$ cat src/rtl/serial_chunk_adder.sv
// serial_chunk_adder: adds two WIDTH-bit operands CHUNK bits per clock,
// LSB chunk first, carry held in a register between chunks.
// Handshake: start_i accepted in IDLE; busy_o high for N=WIDTH/CHUNK
// cycles, then a one-cycle done_o pulse with sum_o/cout_o updated.
// Ports: clk_i, rst_i (sync, active-high), start_i, a_i, b_i, cin_i,
//   sub_i (only with SERIAL_ADDER_SUB_EN), busy_o, done_o, sum_o, cout_o.
// Optional feature macro: SERIAL_ADDER_SUB_EN adds sub_i (a - b mode).
module serial_chunk_adder #(
  parameter int WIDTH = 8,
  parameter int CHUNK = 2
) (
  input  logic             clk_i,
  input  logic             rst_i,
  input  logic             start_i,
  input  logic [WIDTH-1:0] a_i,
  input  logic [WIDTH-1:0] b_i,
  input  logic             cin_i,
`ifdef SERIAL_ADDER_SUB_EN
  input  logic             sub_i,
`endif
  output logic             busy_o,
  output logic             done_o,
  output logic [WIDTH-1:0] sum_o,
  output logic             cout_o
);

  localparam int N  = WIDTH / CHUNK;
  localparam int IW = (N > 1) ? $clog2(N) : 1;

  generate
    if (WIDTH < 1 || CHUNK < 1 || (WIDTH % CHUNK) != 0) begin : g_bad
      $error("serial_chunk_adder: WIDTH must be a multiple of CHUNK");
    end
  endgenerate

  typedef enum logic [1:0] {
    IDLE = 2'd0,
    RUN  = 2'd1,
    DONE = 2'd2
  } state_t;

  state_t           state_q, state_d;
  logic [WIDTH-1:0] a_q, a_d;
  logic [WIDTH-1:0] b_q, b_d;
  logic [WIDTH-1:0] res_q, res_d;
  logic [WIDTH-1:0] sum_q, sum_d;
  logic             carry_q, carry_d;
  logic             cout_q, cout_d;
  logic [IW-1:0]    idx_q, idx_d;

  logic [CHUNK:0]   chunk_s;
  logic [WIDTH-1:0] res_shift;
  logic [WIDTH-1:0] b_load;
  logic             c_load;
  logic             last;

  // Subtraction is a + ~b + 1, so it only changes what gets latched.
`ifdef SERIAL_ADDER_SUB_EN
  assign b_load = sub_i ? ~b_i : b_i;
  assign c_load = sub_i ? 1'b1 : cin_i;
`else
  assign b_load = b_i;
  assign c_load = cin_i;
`endif

  assign chunk_s = {1'b0, a_q[CHUNK-1:0]}
                 + {1'b0, b_q[CHUNK-1:0]}
                 + {{CHUNK{1'b0}}, carry_q};

  // New chunk enters at the MSB end; after N shifts the
  // first chunk has reached bit 0.
  assign res_shift = (res_q >> CHUNK)
                   | (WIDTH'(chunk_s[CHUNK-1:0]) << (WIDTH - CHUNK));

  assign last = (idx_q == IW'(N - 1));

  always_ff @(posedge clk_i) begin
    if (rst_i) begin
      state_q <= IDLE;
    end else begin
      state_q <= state_d;
    end
  end

  always_comb begin
    state_d = state_q;
    unique case (state_q)
      IDLE:    if (start_i) state_d = RUN;
      RUN:     if (last) state_d = DONE;
      DONE:    state_d = IDLE;
      default: state_d = IDLE;
    endcase
  end

  always_comb begin
    busy_o = (state_q == RUN);
    done_o = (state_q == DONE);
  end

  always_comb begin
    a_d     = a_q;
    b_d     = b_q;
    res_d   = res_q;
    carry_d = carry_q;
    idx_d   = idx_q;
    sum_d   = sum_q;
    cout_d  = cout_q;
    unique case (state_q)
      IDLE: begin
        if (start_i) begin
          a_d     = a_i;
          b_d     = b_load;
          carry_d = c_load;
          res_d   = '0;
          idx_d   = '0;
        end
      end
      RUN: begin
        a_d     = a_q >> CHUNK;
        b_d     = b_q >> CHUNK;
        res_d   = res_shift;
        carry_d = chunk_s[CHUNK];
        idx_d   = idx_q + IW'(1);
        if (last) begin
          sum_d  = res_shift;
          cout_d = chunk_s[CHUNK];
        end
      end
      default: ;
    endcase
  end

  always_ff @(posedge clk_i) begin
    if (rst_i) begin
      a_q     <= '0;
      b_q     <= '0;
      res_q   <= '0;
      carry_q <= 1'b0;
      idx_q   <= '0;
      sum_q   <= '0;
      cout_q  <= 1'b0;
    end else begin
      a_q     <= a_d;
      b_q     <= b_d;
      res_q   <= res_d;
      carry_q <= carry_d;
      idx_q   <= idx_d;
      sum_q   <= sum_d;
      cout_q  <= cout_d;
    end
  end

  assign sum_o  = sum_q;
  assign cout_o = cout_q;

endmodule

$ cat config.mk
export PLATFORM = sky130hd
export DESIGN_NAME = serial_chunk_adder
export DESIGN_NICKNAME = d
export VERILOG_FILES = /design/src/rtl/serial_chunk_adder.sv
export SDC_FILE = /design/constraint.sdc
export NUM_CORES = 1
export LEC_CHECK = 0
export BUFFER_PORTS_ARGS = -buffer_cell sky130_fd_sc_hd__buf_2
export CORE_UTILIZATION = 56
export CTS_BUF_LIST = sky130_fd_sc_hd__clkbuf_4
export CTS_CLUSTER_DIAMETER = 120
export DETAILED_ROUTE_END_ITERATION = 6
export GPL_TIMING_DRIVEN = 0
export PLACE_DENSITY = 0.92
export SETUP_SLACK_MARGIN = 0.1
export SKIP_LAST_GASP = 1
export SYNTH_ARGS = -nofsm -noshare
export SYNTH_HDL_FRONTEND = slang
export SYNTH_SLANG_ARGS = --single-unit
$ cat constraint.sdc
create_clock -name clk_i -period 2.25 [get_ports clk_i]
set_input_delay 0.1125 -clock clk_i [delete_from_list [all_inputs] [get_ports clk_i]]
set_output_delay 0.1125 -clock clk_i [all_outputs]
set_load 0.005 [all_outputs]
After elaboration in Yosys (flattened, before gate mapping)
Index checks and enable logic that the tools add are counted.

Word-level logic and storage cells: 35. Bits in registers: 38. Output and inout bits: 11. Input port bits: 20.

Mux-type cells: 13. Add/subtract/negate cells: 3. Bitwise logic cells: 1. Reductions and logical operators: 5. Eq/ne operators: 5.

Operator list (number): $pmux W8 S2 (3); $mux W8 (3); $or A6 B8 Y8 (1); $pmux W2 S2 (2); $mux W2 (3); $reduce_and A2 Y1 (3); $eq A2 B2 Y1 const B (2); $add A2 B2 Y3 (1); $add A3 B1 Y3 (1); $add A2 B1 Y2 const B (1); $eq A2 B1 Y1 const B (1); $logic_not A2 Y1 (1); $ne A2 B1 Y1 const B (1); $ne A2 B2 Y1 const B (1); $pmux W1 S2 (1); $reduce_bool A2 Y1 (1); $mux W1 (1).

Logic depth before layout (Yosys ltp)
Gate-level depths: netlist (run 1).

Depth in word-level cells: 4. Gate-level depth with buffers: 6. Depth with buffers taken out: 6.

Least setup slack after synthesis (run 1)
No wires, ideal clock.

Path kind: register -> register. From: register a_q[0]. To: register res_q[7]. Period minus slack after synthesis: 1.615 ns. Cell stages (with the launch flop): 6. Slack: 0.635 ns. Setup time: 0.128 ns. Arrival time: 1.487 ns. Cell sequence: dfxtp_1 > inv_1 > fa_1 > fa_1 > a2bb2oi_1 > nor2_1.

Cells in the longest elaborated chain, start to end: 4.

Ends and longest elaborated chain: start: declaration (line 43) `logic [WIDTH-1:0] a_q, a_d;`; start signal: assignment (line 135) `a_q <= '0;`; start signal: assignment (line 143) `a_q <= a_d;`; $add A2 B2 Y3 (line 67) `+ {1'b0, b_q[CHUNK-1:0]}`; $add A3 B1 Y3 (line 68) `+ {{CHUNK{1'b0}}, carry_q};`; $or A6 B8 Y8 (line 73) `| (WIDTH'(chunk_s[CHUNK-1:0]) << (WIDTH - CHUNK));`; $pmux W8 S2 (line 108) `unique case (state_q)`; end signal: assignment (line 145) `res_q <= res_d;`; end: declaration (line 45) `logic [WIDTH-1:0] res_q, res_d;`.

No other way between the ends. A chain may end at the register's enable or synchronous reset.

Worst setup path in the final report (run 1)
Same ends and word-level chain as after synthesis.

==> impl_metrics.tcl, run 1 <==
set metrics [dict create \
    rsz0062_at_grt "false" \
    dr.pass1.iters 4 \
    min_period_ns 1.73 \
    ys_top_cells_by_area "dfxtp_1, mux2i_1, nor2_1" \
    power_density_mw_per_mm2 658 \
    switching_power_uw 316 \
    postCtsHoldBufs 0 \
    synthesis.nets 185 \
    post_cts_resized 0 \
    status "complete, no violations" \
    finalHoldViolCount 0 \
    holdCritPathClass "primary input to register" \
    worstHoldStart "b_i[7]" \
    setup_viol 0 \
    cts_tree "done" \
    n_antenna_cell 0 \
    fin_worst_skew_ns 0.00353 \
    reg2reg_from "a_q[0]" \
    cp.required_ns 2.47 \
    synth-edff-count 0 \
    wl_per_cell_um 14.8 \
    worstPathArrival_ns 1.95 \
    ys.flop_type "dfxtp_1" \
    cts_buffers 5 \
    slew_headroom 0.628 \
    fp.dieH_um 54.9 \
    yosysTopAreaCell "dfxtp_1" \
    track_usage 0.254 \
    crit_path_start_kind "register" \
    maxCapViolCount 0 \
    grt_pass1_wl_um 5150 \
    max_slew.worst_pin.slew_ns 0.558 \
    worstPathMaxFanout 2 \
    p_comb_frac 0.152 \
    cp-startpoint "a_q[0]" \
    ctsLongestPathBuffers 2 \
    drtIter0Drc 15 \
    final_nets 220 \
    dp_hpwl_um 2490 \
    p_seq_frac 0.584 \
    antenna_found_initial 0 \
    ys_seq_elements 36 \
    cts.clk_slew.worst_paths_ns 0.10 \
    rows 18 \
    start_util 0.611 \
    p_leak_uw 0.000754 \
    ctsHtreeMaxLevel 2 \
    fin_util 0.698 \
    place.gp.congestion 0.737 \
    ant_nets 0 \
    overflow 0 \
    synth_top_area_share 0.459 \
    grt_pass1_vias 1194 \
    clock-root-buffer "clkbuf_4" \
    async_flop_share 0 \
    cts.sinks 36 \
    insertion_delay_ns 0.34 \
    drv_slew 0 \
    syn2layout_area_growth_pct 14.2 \
    yosysMostFrequentCell "dfxtp_1" \
    tns_ns 0 \
    intPower_uw 863 \
    drcViolationCount 0 \
    synth_cell_types 31 \
    die_area_mm2 0.00302 \
    syn_inst 162 \
    fmax_ghz 0.578 \
    yosysSeqAreaShare 0.459 \
    ys_top_cells_by_count "dfxtp_1, nor2_1, nand2_1, mux2i_1, a211oi_1" \
    syn_avg_cell_area_um2 9.69 \
    critPathKind "register to register" \
    viasPerCell 5.70 \
    peakVddDrop_v 0.000649 \
    end_kind "register" \
    io_buffers 28 \
    nFillCells 208 \
    die_w_um 54.9 \
    grt_max_degree 11 \
    clockPowerShare 0.263 \
    period_share 0.768 \
    post_cts_buffers 0 \
    design.core.area_mm2 0.00257 \
    synth_area_mm2 0.00157 \
    yosys_warnings 0 \
    io_pins 31 \
    hold_path_depth 3 \
    sw_frac_of_total 0.268 \
    dr_total_vias 1295 \
    drive_above_1_share 0.264 \
    worst_r2r_path_depth 5 \
    totalWireLength_um 3360 \
]
-- routing by layer --
layer / GRT usage / vias up / routed length (um)
met5: 0 / - / 0
met4: 0.133 / 0 / 36
met3: 0.0902 / 6 / 240
met2: 0.434 / 43 / 1660
met1: 0.274 / 614 / 1420
li1: - / 632 / -
-- cells by family (layout without fill, tap and decap cells) --
family / after synthesis / count (layout) / share of synthesized area
buf+inv: 21 / 56 / 0.0845
flops: 36 / 36 / 0.459
fa+ha+maj: 3 / 3 / 0.0335
compound gates: 35 / 35 / 0.182
simple gates: 56 / 56 / 0.171
mux: 11 / 11 / 0.0702
-- registers in the layout, indices dropped and copies added (netlist names) --
| register | count |
|---|---|
| sum_o | 8 |
| a_q | 8 |
| b_q | 8 |
| cout_o | 1 |
| res_q | 6 |
| idx_q | 2 |
| state_q | 2 |
| carry_q | 1 |
-- area by class of cell --
type                    instances  area (um^2)  area share
plain buffers                  13          103      0.0573
clock buffers                   5         37.5      0.0209
clock inverters                 2         7.51     0.00419
inverters                       8         30.0      0.0168
multi-input cells             105          716       0.399
flip-flops and latches         36          721       0.402
well taps                      30         37.5      0.0209
repair buffers                 28          140      0.0782
-- worst max-delay path, cell delays in order (launching register included) --
cell	delay, ns
dfxtp_1	0.32
inv_1	0.07
fa_1	0.46
fa_1	0.55
a2bb2oi_1	0.17
nor2_1	0.05
-- power by group through the flow --
| stage | combinational, uW | sequential (uW) | clock [uW] |
|---|---|---|---|
| floorplan | 134 | 697 | 0 |
| global placement | 171 | 700 | 0 |
| detailed placement | 179 | 703 | 0 |
| CTS | 180 | 688 | 313 |
| global route | 197 | 692 | 335 |
| finish | 180 | 689 | 311 |
-- path summary, 6_finish.rpt --
check,to,slack [ns]
worst max-delay path,res_q[7],0.52
worst max register to register,res_q[7],0.52
worst min register to register,sum_o[1],0.46
worst min-delay path,b_q[7],0.03
-- stage by stage --
stage | cell area (um^2) | hold WS, ns | cells | setup slack, ns | power [uW]
2_1_floorplan | 1570 | 0.261 | 162 | 0.635 | 830
3_3_place_gp | 1750 | 0.352 | 220 | 0.572 | 871
3_5_place_dp | 1750 | 0.385 | 220 | 0.517 | 882
4_1_cts | 1790 | 0.0310 | 227 | 0.510 | 1180
5_1_grt | 1790 | 0.0609 | 227 | 0.454 | 1220
6_report | 1790 | 0.0294 | 227 | 0.521 | 1180
-- layout by cell type, fill, tap and decap left out, types with 2 or more instances in the layout --
cell and n:
a211oi_1 10, a211oi_2 4, a21oi_1 7, a22oi_1 8, a2bb2oi_1 2, buf_1 2, buf_2 29, buf_4 4
buf_6 5, clkbuf_4 5, clkinv_1 2, dfxtp_1 36, fa_1 2, inv_1 8, mux2i_1 11, nand2_1 13
nor2_1 29, nor3b_1 2, nor4_1 2, nor4b_1 3
No activity file was read; power rests on OpenSTA's default activity.
==> run 2, diff against run 1 <==
- CORE_UTILIZATION: 56 -> 51
- PLACE_DENSITY: 0.92 -> 0.89
- clock period: 2.25 -> 1.5 ns (I/O delays scaled with it)
==> impl_metrics.tcl, run 2 (synthesized netlist as in run 1, its figures left out) <==
set metrics [dict create \
    power_density_mw_per_mm2 1210 \
    design.core.area_mm2 0.00283 \
    cts_buffers 5 \
    crit_chain "inv_1 > fa_2 > fa_2 > buf_4 > a211oi_2" \
    r2r_end "sum_o[7]" \
    cp.required_ns 1.72 \
    cp-startpoint "b_q[0]" \
    max_stage_delay_ns 0.57 \
    hold_path_depth 3 \
    fmax_ghz 0.611 \
    clock-root-buffer "clkbuf_4" \
    final_cells 235 \
    grt_pass1_vias 1284 \
    cts.sinks 36 \
    busiest_layer "met2" \
    critPathKind "register to register" \
    grt_max_degree 13 \
    drive_above_1_share 0.328 \
    die_area_mm2 0.00330 \
    dr_total_vias 1308 \
    holdCritPathClass "primary input to register" \
    p_leak_uw 0.000814 \
    totalWireLength_um 3280 \
    crit_slowest_cell "fa_2" \
    period_share 1.09 \
    worst_r2r_path_depth 5 \
    status "finished, violations left" \
    setup_viol 4 \
    max_slew.worst_pin.slew_ns 0.610 \
    final_nets 226 \
    fp.dieH_um 57.5 \
    tns_ns -0.354 \
    ctsHtreeMaxLevel 2 \
    final_common_cell "dfxtp_1" \
    drtIter0Drc 59 \
    reg2reg_from "b_q[0]" \
    insertion_delay_ns 0.35 \
    track_usage 0.226 \
    io_buffers 28 \
    dp_slack_ns -0.180 \
    rsz0062_at_grt "true" \
    mostFrequentLayoutCells "dfxtp_1, buf_2, nor2_1" \
    n_antenna_cell 0 \
    crit_path_frequent_cell "fa_2" \
    drv_slew 0 \
    critical_path.endpoint "sum_o[7]" \
    antenna_found_initial 0 \
    start_util 0.555 \
    grt_pass1_wl_um 5640 \
    crit_path_start_kind "register" \
    die_w_um 57.5 \
    finalHoldViolCount 0 \
    use_met3 0.0567 \
    dp_cells 221 \
    fin_worst_skew_ns 0.00802 \
    viasPerCell 5.57 \
    dp_hpwl_um 2250 \
    end_kind "register" \
    dr.pass1.iters 6 \
    violations "DRC, setup timing" \
    min_period_ns 1.64 \
    ctsLongestPathBuffers 2 \
    timing.hold.ws_ns 0.0465 \
    peakVddDrop_v 0.000717 \
    maxCapViolCount 0 \
    worst_slack_ns -0.137 \
    syn2layout_area_growth_pct 24.2 \
    place.gp.congestion 0.819 \
    io_pins 31 \
    worstPathArrival_ns 1.86 \
    cts_tree "done" \
    cts.clk_slew.worst_paths_ns 0.11 \
    ant_nets 0 \
    wl_per_cell_um 13.9 \
    worstPathMaxFanout 2 \
    rows 19 \
    grt.met1_usage 0.280 \
    drcViolationCount 2 \
    nFillCells 217 \
    slew_headroom 0.593 \
    overflow 0 \
    r2r_setup_slack_ns -0.14 \
    grtUsageMet2 0.369 \
]
## run 2: cell count changes in the layout (fill, tap and decap cells not counted), moves of 2 or more
cell           delta
clkinv_1          -2
inv_1             -3
dfxtp_2           +2
bufinv_16         +3
inv_2             +3
fa_1              -2
fa_2              +2
buf_4             +2
dlygate4sd3_1     +4
dfxtp_1           -2
## run 2: how the worst min path moves through the flow
stage                      start  endpoint
after CTS                 b_i[6]    b_q[6]
after global placement    a_i[6]    a_q[6]
after global routing      a_i[3]    a_q[3]
after detailed placement  b_i[7]    b_q[7]
after floorplan           a_i[6]    a_q[6]
final                     b_i[6]    b_q[6]
## run 2: worst max-delay path, delay by kind of cell (launching register included)
family,cells,cell delay [ns]
AOI/OAI and AO/OA,1,0.04
adders and majority gates,2,0.94
buffers and inverters,2,0.17
DFF,1,0.35
## run 2: repair_timing
item	CTS	global route
setup endpoints to repair	4	6
cloned	0	0
pin swaps	1	2
hold endpoints to repair	6	0
gates resized for setup	1	6
setup buffers	0	2
hold buffers	4	0
## run 2: power breakdown
part           internal (uW)  leakage, uW  switching [uW]
sequential              1000     0.000295            28.1
combinational            151     0.000453             149
clock                    686    0.0000654             338
## run 2: layout make-up
type	count	area, um^2	share of cell area
buffer	13	103	0.0526
clock buffer	5	37.5	0.0193
clock inverter	3	90.1	0.0462
inverter	8	30.0	0.0154
multi-input combinational	105	732	0.375
sequential	36	723	0.371
tap	31	38.8	0.0199
timing repair buffer	34	195	0.100
## run 2: per-stage QoR
stage,power [uW],util,area (um^2)
global placement,1320,0.619,1750
CTS,2350,0.679,1920
global route,2450,0.689,1950
detailed placement,1320,0.619,1750
floorplan,1250,-,1570
finish,2360,0.689,1950
## run 2: metal layers
layer,up-vias,wire [um]
li1,644,-
met1,618,1430
met2,40,1610
met3,6,170
met4,0,68
met5,-,0
==> run 3, diff against run 2 <==
- CORE_UTILIZATION: 51 -> 40
- PLACE_DENSITY: 0.89 -> 0.74
==> impl_metrics.tcl, run 3 (synthesized netlist as in run 1, its figures left out) <==
set metrics [dict create \
    grt_pass1_wl_um 5360 \
    totalWireLength_um 3170 \
    power_uw 1820 \
    fmax_ghz 0.613 \
    nFillCells 363 \
    place.gp.congestion 0.741 \
    end_kind "register" \
    insertion_delay_ns 0.33 \
    holdCritPathClass "primary input to register" \
    drtIter0Drc 68 \
    grt_max_degree 12 \
    slew_headroom 0.604 \
    peakVddDrop_v 0.000636 \
    maxCapViolCount 0 \
    start_util 0.422 \
    period_share 1.09 \
    fp.dieH_um 64.6 \
    p_leak_uw 0.000777 \
    die_area_mm2 0.00418 \
    io_buffers 28 \
    dr_total_vias 1240 \
    overflow 0 \
    crit_path_start_kind "register" \
    min_period_ns 1.63 \
    dp_cells 238 \
    fin_worst_skew_ns 0.00486 \
    ctsHtreeMaxLevel 2 \
    power_density_mw_per_mm2 963 \
    drv_slew 0 \
    drcViolationCount 0 \
    cts_tree "done" \
    design.core.area_mm2 0.00372 \
    cts_buffers 5 \
    worstPathMaxFanout 2 \
    worst_slack_ns -0.131 \
    viasPerCell 4.94 \
    cts.clk_slew.worst_paths_ns 0.11 \
    ant_nets 0 \
    final_cells 251 \
    worstPathArrival_ns 1.84 \
    finalHoldViolCount 0 \
    rsz0062_at_grt "true" \
    track_usage 0.167 \
    violations "setup timing" \
    cp.required_ns 1.71 \
    mostFrequentLayoutCells "dfxtp_1, buf_2, nor2_1" \
    rows 22 \
    wl_per_cell_um 12.6 \
    antenna_found_initial 0 \
    final_common_cell "dfxtp_1" \
    dp_hpwl_um 2270 \
    clock-root-buffer "clkbuf_4" \
    setup_viol 3 \
    io_pins 31 \
    final_nets 225 \
    cts.sinks 36 \
    die_w_um 64.6 \
    critPathKind "register to register" \
    status "finished, violations left" \
    grt_pass1_vias 1198 \
    drive_above_1_share 0.330 \
    ctsLongestPathBuffers 2 \
    syn2layout_area_growth_pct 20.4 \
    max_slew.worst_pin.slew_ns 0.594 \
    tns_ns -0.288 \
    n_antenna_cell 0 \
    dr.pass1.iters 4 \
]
## run 3: cell count changes in the layout (fill, tap and decap cells not counted), sizes merged
cell         change
dlygate4sd3      -1
clkinv           +3
bufinv           -3
## run 3: final timing paths
kind	start	to	slack, ns	cells after the start
hold / removal	rst_i	a_q[0]	0.01	2
setup reg to reg	carry_q	res_q[7]	-0.13	5
setup / recovery	carry_q	res_q[7]	-0.13	5
hold reg to reg	sum_o[2]	sum_o[2]	0.46	2
## run 3: timing repair
action,4_1_cts,5_1_grt
setup buffers,2,0
hold buffers,3,0
pin swaps,2,0
gates resized for setup,5,4
endpoints found under the setup margin,4,9
hold endpoints to repair,3,0
## run 3: area by class of cell
class	instances	area [um^2]	area share
sequential	36	723	0.383
timing repair buffer	33	189	0.100
clock buffer	5	37.5	0.0199
tap	48	60.1	0.0318
multi-input combinational	105	733	0.388
inverter	8	30.0	0.0159
buffer	13	103	0.0543
clock inverter	3	13.8	0.00728
## run 3: critical path: stages (launching register included)
cell and delay [ns]:
dfxtp_2 0.35, inv_2 0.04, fa_2 0.39, fa_2 0.55, a2bb2oi_2 0.13, nor2_1 0.05
## run 3: routing by layer
metal	wire, um	part of all wire	GRT usage	vias up
met5	0	0	0	-
met4	18	0.0057	0.0333	0
met3	136	0.043	0.0493	3
met2	1480	0.47	0.278	32
met1	1530	0.48	0.212	564
li1	-	-	-	641
## run 3: per-stage QoR
step                       util  hold slack [ns]  instance area, um^2  worst slack (ns)
after global placement    0.477            0.321                 1770            -0.113
after global routing      0.508           0.0172                 1890            -0.146
after CTS                 0.507          0.00586                 1880            -0.126
final                     0.508           0.0136                 1890            -0.131
after floorplan               -            0.223                 1570           -0.0763
after detailed placement  0.477            0.328                 1770            -0.160
## run 3: power breakdown
part | leakage (uW) | internal, uW | switching [uW]
Sequential | 0.000295 | 1000 | 27.1
Combinational | 0.000450 | 150 | 147
Clock | 0.0000324 | 172 | 319
Total | 0.000777 | 1330 | 492
